--- config.mk ---
export PLATFORM = sky130hd
export DESIGN_NAME = instr_mem_responder
export DESIGN_NICKNAME = d
export VERILOG_FILES = /design/src/rtl/instr_mem_responder.sv
export SDC_FILE = /design/constraint.sdc
export NUM_CORES = 2
export LEC_CHECK = 0
export BUFFER_PORTS_ARGS = -buffer_cell sky130_fd_sc_hd__buf_2
export CAP_MARGIN = 30
export CORE_MARGIN = 2
export CORE_UTILIZATION = 35
export DETAILED_ROUTE_END_ITERATION = 10
export PLACE_DENSITY_LB_ADDON = 0.08
export SETUP_SLACK_MARGIN = 0.02
export SKIP_CTS_REPAIR_TIMING = 1
export SLEW_MARGIN = 15
export SYNTH_ARGS = -nofsm -noshare
export SYNTH_HDL_FRONTEND = slang
export SYNTH_SLANG_ARGS = --single-unit
--- constraint.sdc ---
create_clock -name clk -period 8.3 [get_ports clk]
set_clock_uncertainty 0.1 [all_clocks]
set_input_delay 0.83 -clock clk [delete_from_list [all_inputs] [get_ports clk]]
set_output_delay 0.83 -clock clk [all_outputs]
set_load 0.01 [all_outputs]
--- src/rtl/instr_mem_responder.sv ---
// instr_mem_responder: pipelined instruction memory responder with credit flow control, flush and program-load port.
// Define IMEM_ALIGN_CHECK_EN to fault fetch addresses that are not word aligned.
module instr_mem_responder #(
  parameter int DEPTH      = 64,
  parameter int LATENCY    = 2,
  parameter int RESP_DEPTH = 4
) (
  input  logic        clk,
  input  logic        reset,
  input  logic        req_valid,
  input  logic [63:0] req_addr,
  output logic        req_ready,
  output logic        resp_valid,
  output logic [31:0] resp_instr,
  output logic        resp_fault,
  input  logic        resp_ready,
  input  logic        flush,
  input  logic        load_en,
  input  logic [63:0] load_addr,
  input  logic [31:0] load_data
);
  localparam int AW = $clog2(DEPTH);
  localparam int PW = (RESP_DEPTH > 1) ? $clog2(RESP_DEPTH) : 1;
  localparam int CW = PW + 1;
  localparam logic [31:0] NOP = 32'hD503201F;

  logic [31:0]   r_mem [DEPTH];
  logic [31:0]   r_fd [2**PW];
  logic          r_ff [2**PW];
  logic [PW:0]   r_wp;
  logic [PW:0]   r_rp;
  logic [CW-1:0] r_out;
  logic          w_acc;
  logic          w_take;
  logic          w_empty;
  logic          w_fault;
  logic          w_load_ok;
  logic [31:0]   w_word;
  logic          w_tail_v;
  logic [31:0]   w_tail_d;
  logic          w_tail_f;
  logic [PW-1:0] w_wi;
  logic          w_unused;

  assign w_unused  = ^{load_addr[1:0], req_addr[1:0]};
  assign w_acc     = req_valid && req_ready;
  assign w_take    = resp_valid && resp_ready;
  assign w_load_ok = load_en && ~|load_addr[63:AW+2];
`ifdef IMEM_ALIGN_CHECK_EN
  assign w_fault   = (|req_addr[63:AW+2]) || (|req_addr[1:0]);
`else
  assign w_fault   = |req_addr[63:AW+2];
`endif
  // Non-blocking write below means a same-edge fetch of the loaded word sees the old contents.
  assign w_word    = w_fault ? NOP : r_mem[req_addr[AW+1:2]];

  always_ff @(posedge clk)
    if (w_load_ok) r_mem[load_addr[AW+1:2]] <= load_data;

  generate
    if (LATENCY == 1) begin : g_direct
      assign w_tail_v = w_acc;
      assign w_tail_d = w_word;
      assign w_tail_f = w_fault;
    end else begin : g_pipe
      logic        r_pv [LATENCY-1];
      logic [31:0] r_pd [LATENCY-1];
      logic        r_pf [LATENCY-1];
      always_ff @(posedge clk or negedge reset)
        if (!reset) begin
          for (int i = 0; i < LATENCY-1; i++) r_pv[i] <= 1'b0;
        end else begin
          r_pv[0] <= w_acc;
          for (int i = 1; i < LATENCY-1; i++) r_pv[i] <= r_pv[i-1] && !flush;
        end
      always_ff @(posedge clk) begin
        r_pd[0] <= w_word;
        r_pf[0] <= w_fault;
        for (int i = 1; i < LATENCY-1; i++) begin
          r_pd[i] <= r_pd[i-1];
          r_pf[i] <= r_pf[i-1];
        end
      end
      assign w_tail_v = r_pv[LATENCY-2] && !flush;
      assign w_tail_d = r_pd[LATENCY-2];
      assign w_tail_f = r_pf[LATENCY-2];
    end
  endgenerate

  // A flush restarts the FIFO at slot 0 so a surviving write lands there.
  assign w_wi    = flush ? '0 : r_wp[PW-1:0];
  assign w_empty = r_wp == r_rp;

  always_ff @(posedge clk)
    if (w_tail_v) begin
      r_fd[w_wi] <= w_tail_d;
      r_ff[w_wi] <= w_tail_f;
    end

  always_ff @(posedge clk or negedge reset)
    if (!reset) begin
      r_wp  <= '0;
      r_rp  <= '0;
      r_out <= '0;
    end else if (flush) begin
      r_wp  <= {{PW{1'b0}}, w_tail_v};
      r_rp  <= '0;
      r_out <= {{PW{1'b0}}, w_acc};
    end else begin
      r_wp  <= r_wp + {{PW{1'b0}}, w_tail_v};
      r_rp  <= r_rp + {{PW{1'b0}}, w_take};
      r_out <= r_out + {{PW{1'b0}}, w_acc} - {{PW{1'b0}}, w_take};
    end

  assign req_ready  = reset && (r_out < CW'(RESP_DEPTH));
  assign resp_valid = !w_empty;
  assign resp_instr = w_empty ? 32'h0 : r_fd[r_rp[PW-1:0]];
  assign resp_fault = w_empty ? 1'b0 : r_ff[r_rp[PW-1:0]];
endmodule

## Word-level counts from Yosys, hierarchy flattened

Memory sizes are Yosys's and may differ from the RTL's.
Index checks and enable logic that the tools add are counted.

- Register bits after elaboration: 10
- Bits in latches: 0
- Bits in writable memories: 2,213
- ROM bits: 0
- Bits of input ports: 166
- Output and inout bits: 35
- Word-level logic and storage cells: 36
- Memories: 5

Memories:

| name | depth | width | rd ports | clocked after Yosys merged registers in | wr ports | RTL line | RTL |
|---|---|---|---|---|---|---|---|
| r_mem | 64 | 32 | 1 | 0 | 1 | 27 | `logic [31:0] r_mem [DEPTH];` |
| r_fd | 4 | 32 | 1 | 0 | 1 | 28 | `logic [31:0] r_fd [2**PW];` |
| g_pipe.r_pd | 1 | 32 | 1 | 0 | 1 | 67 | `logic [31:0] r_pd [LATENCY-1];` |
| r_ff | 4 | 1 | 1 | 0 | 1 | 29 | `logic r_ff [2**PW];` |
| g_pipe.r_pf | 1 | 1 | 1 | 0 | 1 | 68 | `logic r_pf [LATENCY-1];` |

- $add $sub $neg: 4
- Multiply operators: 0
- Divide/modulo/power cells: 0
- Order comparisons: 1
- Equal/unequal tests: 1
- Shift-type cells: 0
- Muxes and demuxes: 11
- Bitwise gates (word level): 0
- Reductions and logical operators: 10

Operator list:

| kind | number |
|---|---|
| 56-bit OR reduction | 2 |
| 32-bit two-way mux | 2 |
| 3-bit by 1-bit adder with 3-bit output | 3 |
| 3-bit two-way mux | 3 |
| 1-bit logical AND | 5 |
| 1-bit two-way mux | 5 |
| 3-bit == test | 1 |
| 1-bit zero test | 3 |
| 3-bit less-than comparator, second input constant | 1 |
| 3-bit by 1-bit subtractor with 3-bit output | 1 |
| 2-bit two-way mux | 1 |

## Depth between registers and ports, before layout

- Word-level depth: 6
- Gate-level depth with buffers: 10
- Gate-level depth less buffers: 9

## Least setup slack after synthesis

OpenSTA, ideal clock, no wires.

- Path kind: in2reg
- Start: input flush
- End: memory r_fd[0][0], enable pin
- Setup time: 471 ps
- Arrival time: 3,740 ps
- Data required time: 7,729 ps
- Path slack: 3,989 ps
- Stages on the path: 3
- Cells stage by stage: clkbuf_1 -> nor2b_1 -> nor3b_1

- Word-level cells in the longest chain between the ends: 4
- Elaborated cells on any way between the ends: 5

RTL lines:

| what | RTL line | RTL |
|---|---|---|
| start: declaration | 17 | `input logic flush,` |
| 1-bit zero test | 84 | `assign w_tail_v = r_pv[LATENCY-2] && !flush;` |
| 1-bit logical AND | 84 |  |
| 1-bit two-way mux | 95 | `if (w_tail_v) begin` |
| 1-bit two-way mux (not written as such) | 96 | `r_fd[w_wi] <= w_tail_d;` |
| end: declaration | 28 |  |

Several ways; a longest one is shown, not always the timed one.

## Worst setup path after layout

- Start: input load_addr[18]
- End: memory r_mem[49][6], enable pin

- Word-level cells in the longest chain between the ends: 5

RTL lines:

| what | RTL line | RTL |
|---|---|---|
| start: declaration | 19 | `input logic [63:0] load_addr,` |
| 56-bit OR reduction | 48 | `assign w_load_ok = load_en && ~\|load_addr[63:AW+2];` |
| 1-bit zero test | 48 |  |
| 1-bit logical AND | 48 |  |
| 1-bit two-way mux | 58 | `if (w_load_ok) r_mem[load_addr[AW+1:2]] <= load_data;` |
| 1-bit two-way mux (not written as such) | 58 |  |
| end: declaration | 27 |  |

Every way passes these cells.

==> summary.txt <==
WP data arrival = 4.81 ns
Hold Path Class = input port to register
Starting DRT DRC Count = 3855
Normalized max-slew margin = 33.1%
Crit path capture = r_mem[49][6]$_DFFE_PP_
Synth-to-Final Area Change = 15.6%
Clock Tree Buf Depth = 3
Simple-gate share of the synthesized area = 1.87%
Setup TNS = 0 ns
Crit. Startpoint = load_addr[18]
# IOs = 201
Worst-Margin Slew = 1.00 ns
First-pass GRT wire length = 337000 µm
Status = finished, final reports clean
Sequential area share after synthesis = 78.4%
Worst hold stages = 1
Synth Area in Compound Gates = 1.79%
Core area = 241000 µm²
Layout Nets = 4231
Pins Over Slew Limit = 0
Final Hold Vio Count = 0
Leakage = 0.0301 µW
Synth Register Bits = 2223
CTS sink count = 2223
Main combinational cell family by area after synthesis = multiplexers
Clock Latency Late Sink = 0.86 ns
Vias = 40000
WP data required = 8.67 ns
Top cells by count, synth = edfxtp_1, mux4_2, mux2i_1
Post-synthesis cell count = 3655
Row count = 180
Reg2reg start = r_rp[0]$_DFF_PN0_
Pre-CTS WS = 2.90 ns
Synth unique cells = 60
Critical path launch point type = input port
Fmax = 225 MHz
RR Endpoint = r_out[2]$_DFF_PN0_
Post-synth EDFFs = 2180
RSZ-0062 raised after global routing = no
Initial core utilization = 35.2%
R2R setup slack = 5.21 ns
Cell count of the worst reg-to-reg path = 11
Area contributors post-synth = edfxtp_1, mux4_2, mux2i_1
Crit end category = register
Vias in the first global route = 41500
Buffers on Ports = 196
Total grt overflow = 0
YS warnings = 0
Gpl congestion = 0.755
Ys flop type = edfxtp_1
Fillers = 21300
Num CTS Buffers = 235
Die W = 496 µm
Clk Tree Root Cell = clkbuf_16
PwrDens = 238 nW/µm²
H-tree depth reported by CTS = 4
Most common cell in the netlist = edfxtp_1
Final Worst Setup Slack = 3.86 ns
WS Path Type = input port to register
First-pass detailed-route iteration total = 7
Initial antenna violation count = 26
Net Count, Synth = 3826
Die area = 246000 µm²
Largest net degree at the start of global routing = 95
Post-layout min period = 4.44 ns
Layout cells sized above 1 = 31.0%
Via/cell ratio = 5.35
Synthesized area = 84700 µm²
Synth Area per Inst = 23.2 µm²
Mean routed wirelength per cell = 32.5 µm
Worst Hold Launch = load_data[23]
Xor/xnor cell area share of the yosys netlist = 0.0931%
Post-synthesis mux area share = 16.5%
Final setup violating endpoints = 0
Reg clk slew, reported paths = 0.06 ns
Routed Antenna Nets = 0
Worst-path maximum fanout = 23
FFs w/ async S/R, synth = 0.450%
Fin crit share = 53.5%
WL final = 243000 µm
Max Cap Violations = 0
Die height = 496 µm
VDD IR-drop max = 192 µV
Share of the synthesized area in the top cell type = 77.3%
Post-synthesis adder-cell area fraction = 0.0828%
Synth area leader = edfxtp_1
CTS tree = done
GRT Util Overall = 19.7%
Final HPWL DP = 137000 µm
Drt drc = 0
[final cells by class]
cell class	count	area (µm²)	share of cell area (%)
Inverter	8	35.0	0.0358
Multi-Input combinational cell	1230	17700	18.1
Sequential cell	2223	66400	67.8
Clock buffer	324	6410	6.55
Antenna cell	43	108	0.110
Clock inverter	101	596	0.609
Timing Repair Buffer	362	2600	2.66
Tap cell	3185	3990	4.07
[cell families (layout without fill, tap and decap cells)]
family,Yosys count,after routing
compound gates,216,216
xor+xnor,9,9
fa+ha+maj,5,5
buf+inv,202,795
flops,2223,2223
mux,682,682
other cells,0,43
simple gates,318,318
[sequential cells by signal, summed over array words and instances, names as in the netlist]
name	count
r_out	3
r_ff	4
g_pipe.r_pf	1
g_pipe.r_pd	32
g_pipe.r_pv	1
r_wp	3
r_mem	2048
r_fd	128
r_rp	3
[routing by layer]
layer	track usage [%]	routed length [µm]	share of wire, %
met1	28.3	109000	45
met3	2.94	11700	4.8
met5	0	26	0.011
met4	4.95	4470	1.8
met2	31.7	118000	48
[power breakdown]
group / leakage [µW] / total (µW) / switching [µW] / internal [µW]
Sequential: 0.0197 / 12300 / 5.87 / 12300
Clock: 0.00342 / 9750 / 4290 / 5460
Combinational: 0.00699 / 1180 / 736 / 440
Total: 0.0301 / 23300 / 5030 / 18200
[how the worst min path moves through the flow]
stage                                    to  slack [ns]
CTS                      r_out[1]$_DFF_PN0_       -0.34
global placement      r_fd[2][28]$_DFFE_PP_        0.36
floorplan              r_fd[0][0]$_DFFE_PP_        0.34
detailed placement    r_fd[1][27]$_DFFE_PP_        0.36
finish              r_mem[19][23]$_DFFE_PP_        0.11
global route        r_mem[18][23]$_DFFE_PP_        0.07
[worst max-delay path, cell delays in order]
cell      delay [ns]
buf_2           0.09
nor4b_1         0.32
nand4_1         0.19
nor4_2          0.90
nand3b_1        0.92
nor2_4          0.80
buf_4           0.64
[cell usage in the layout (no fill, tap or decap), types with 38 or more instances in the layout]
cell type | Yosys | final
diode_2 | 0 | 43
mux4_2 | 571 | 571
clkbuf_16 | 0 | 239
nor2_4 | 0 | 65
nand2_1 | 63 | 63
buf_2 | 44 | 193
o21ai_0 | 38 | 38
edfxtp_1 | 2180 | 2180
clkbuf_1 | 84 | 74
nor2b_1 | 49 | 48
buf_4 | 32 | 140
mux2i_1 | 103 | 103
clkinv_1 | 1 | 58
[stage by stage]
stage / util [%] / hold slack (ns) / total power [µW] / cell area (µm²) / std cells
after floorplan: - / 0.338 / 13200 / 84700 / 3655
after global placement: 37.6 / 0.361 / 13800 / 90300 / 6988
after detailed placement: 37.7 / 0.364 / 13800 / 90700 / 7006
after CTS: 40.6 / -0.343 / 23500 / 97700 / 7431
after global routing: 40.7 / 0.0693 / 24000 / 97800 / 7469
final: 40.7 / 0.109 / 23300 / 97900 / 7476
(Power assumes the default switching activity.)
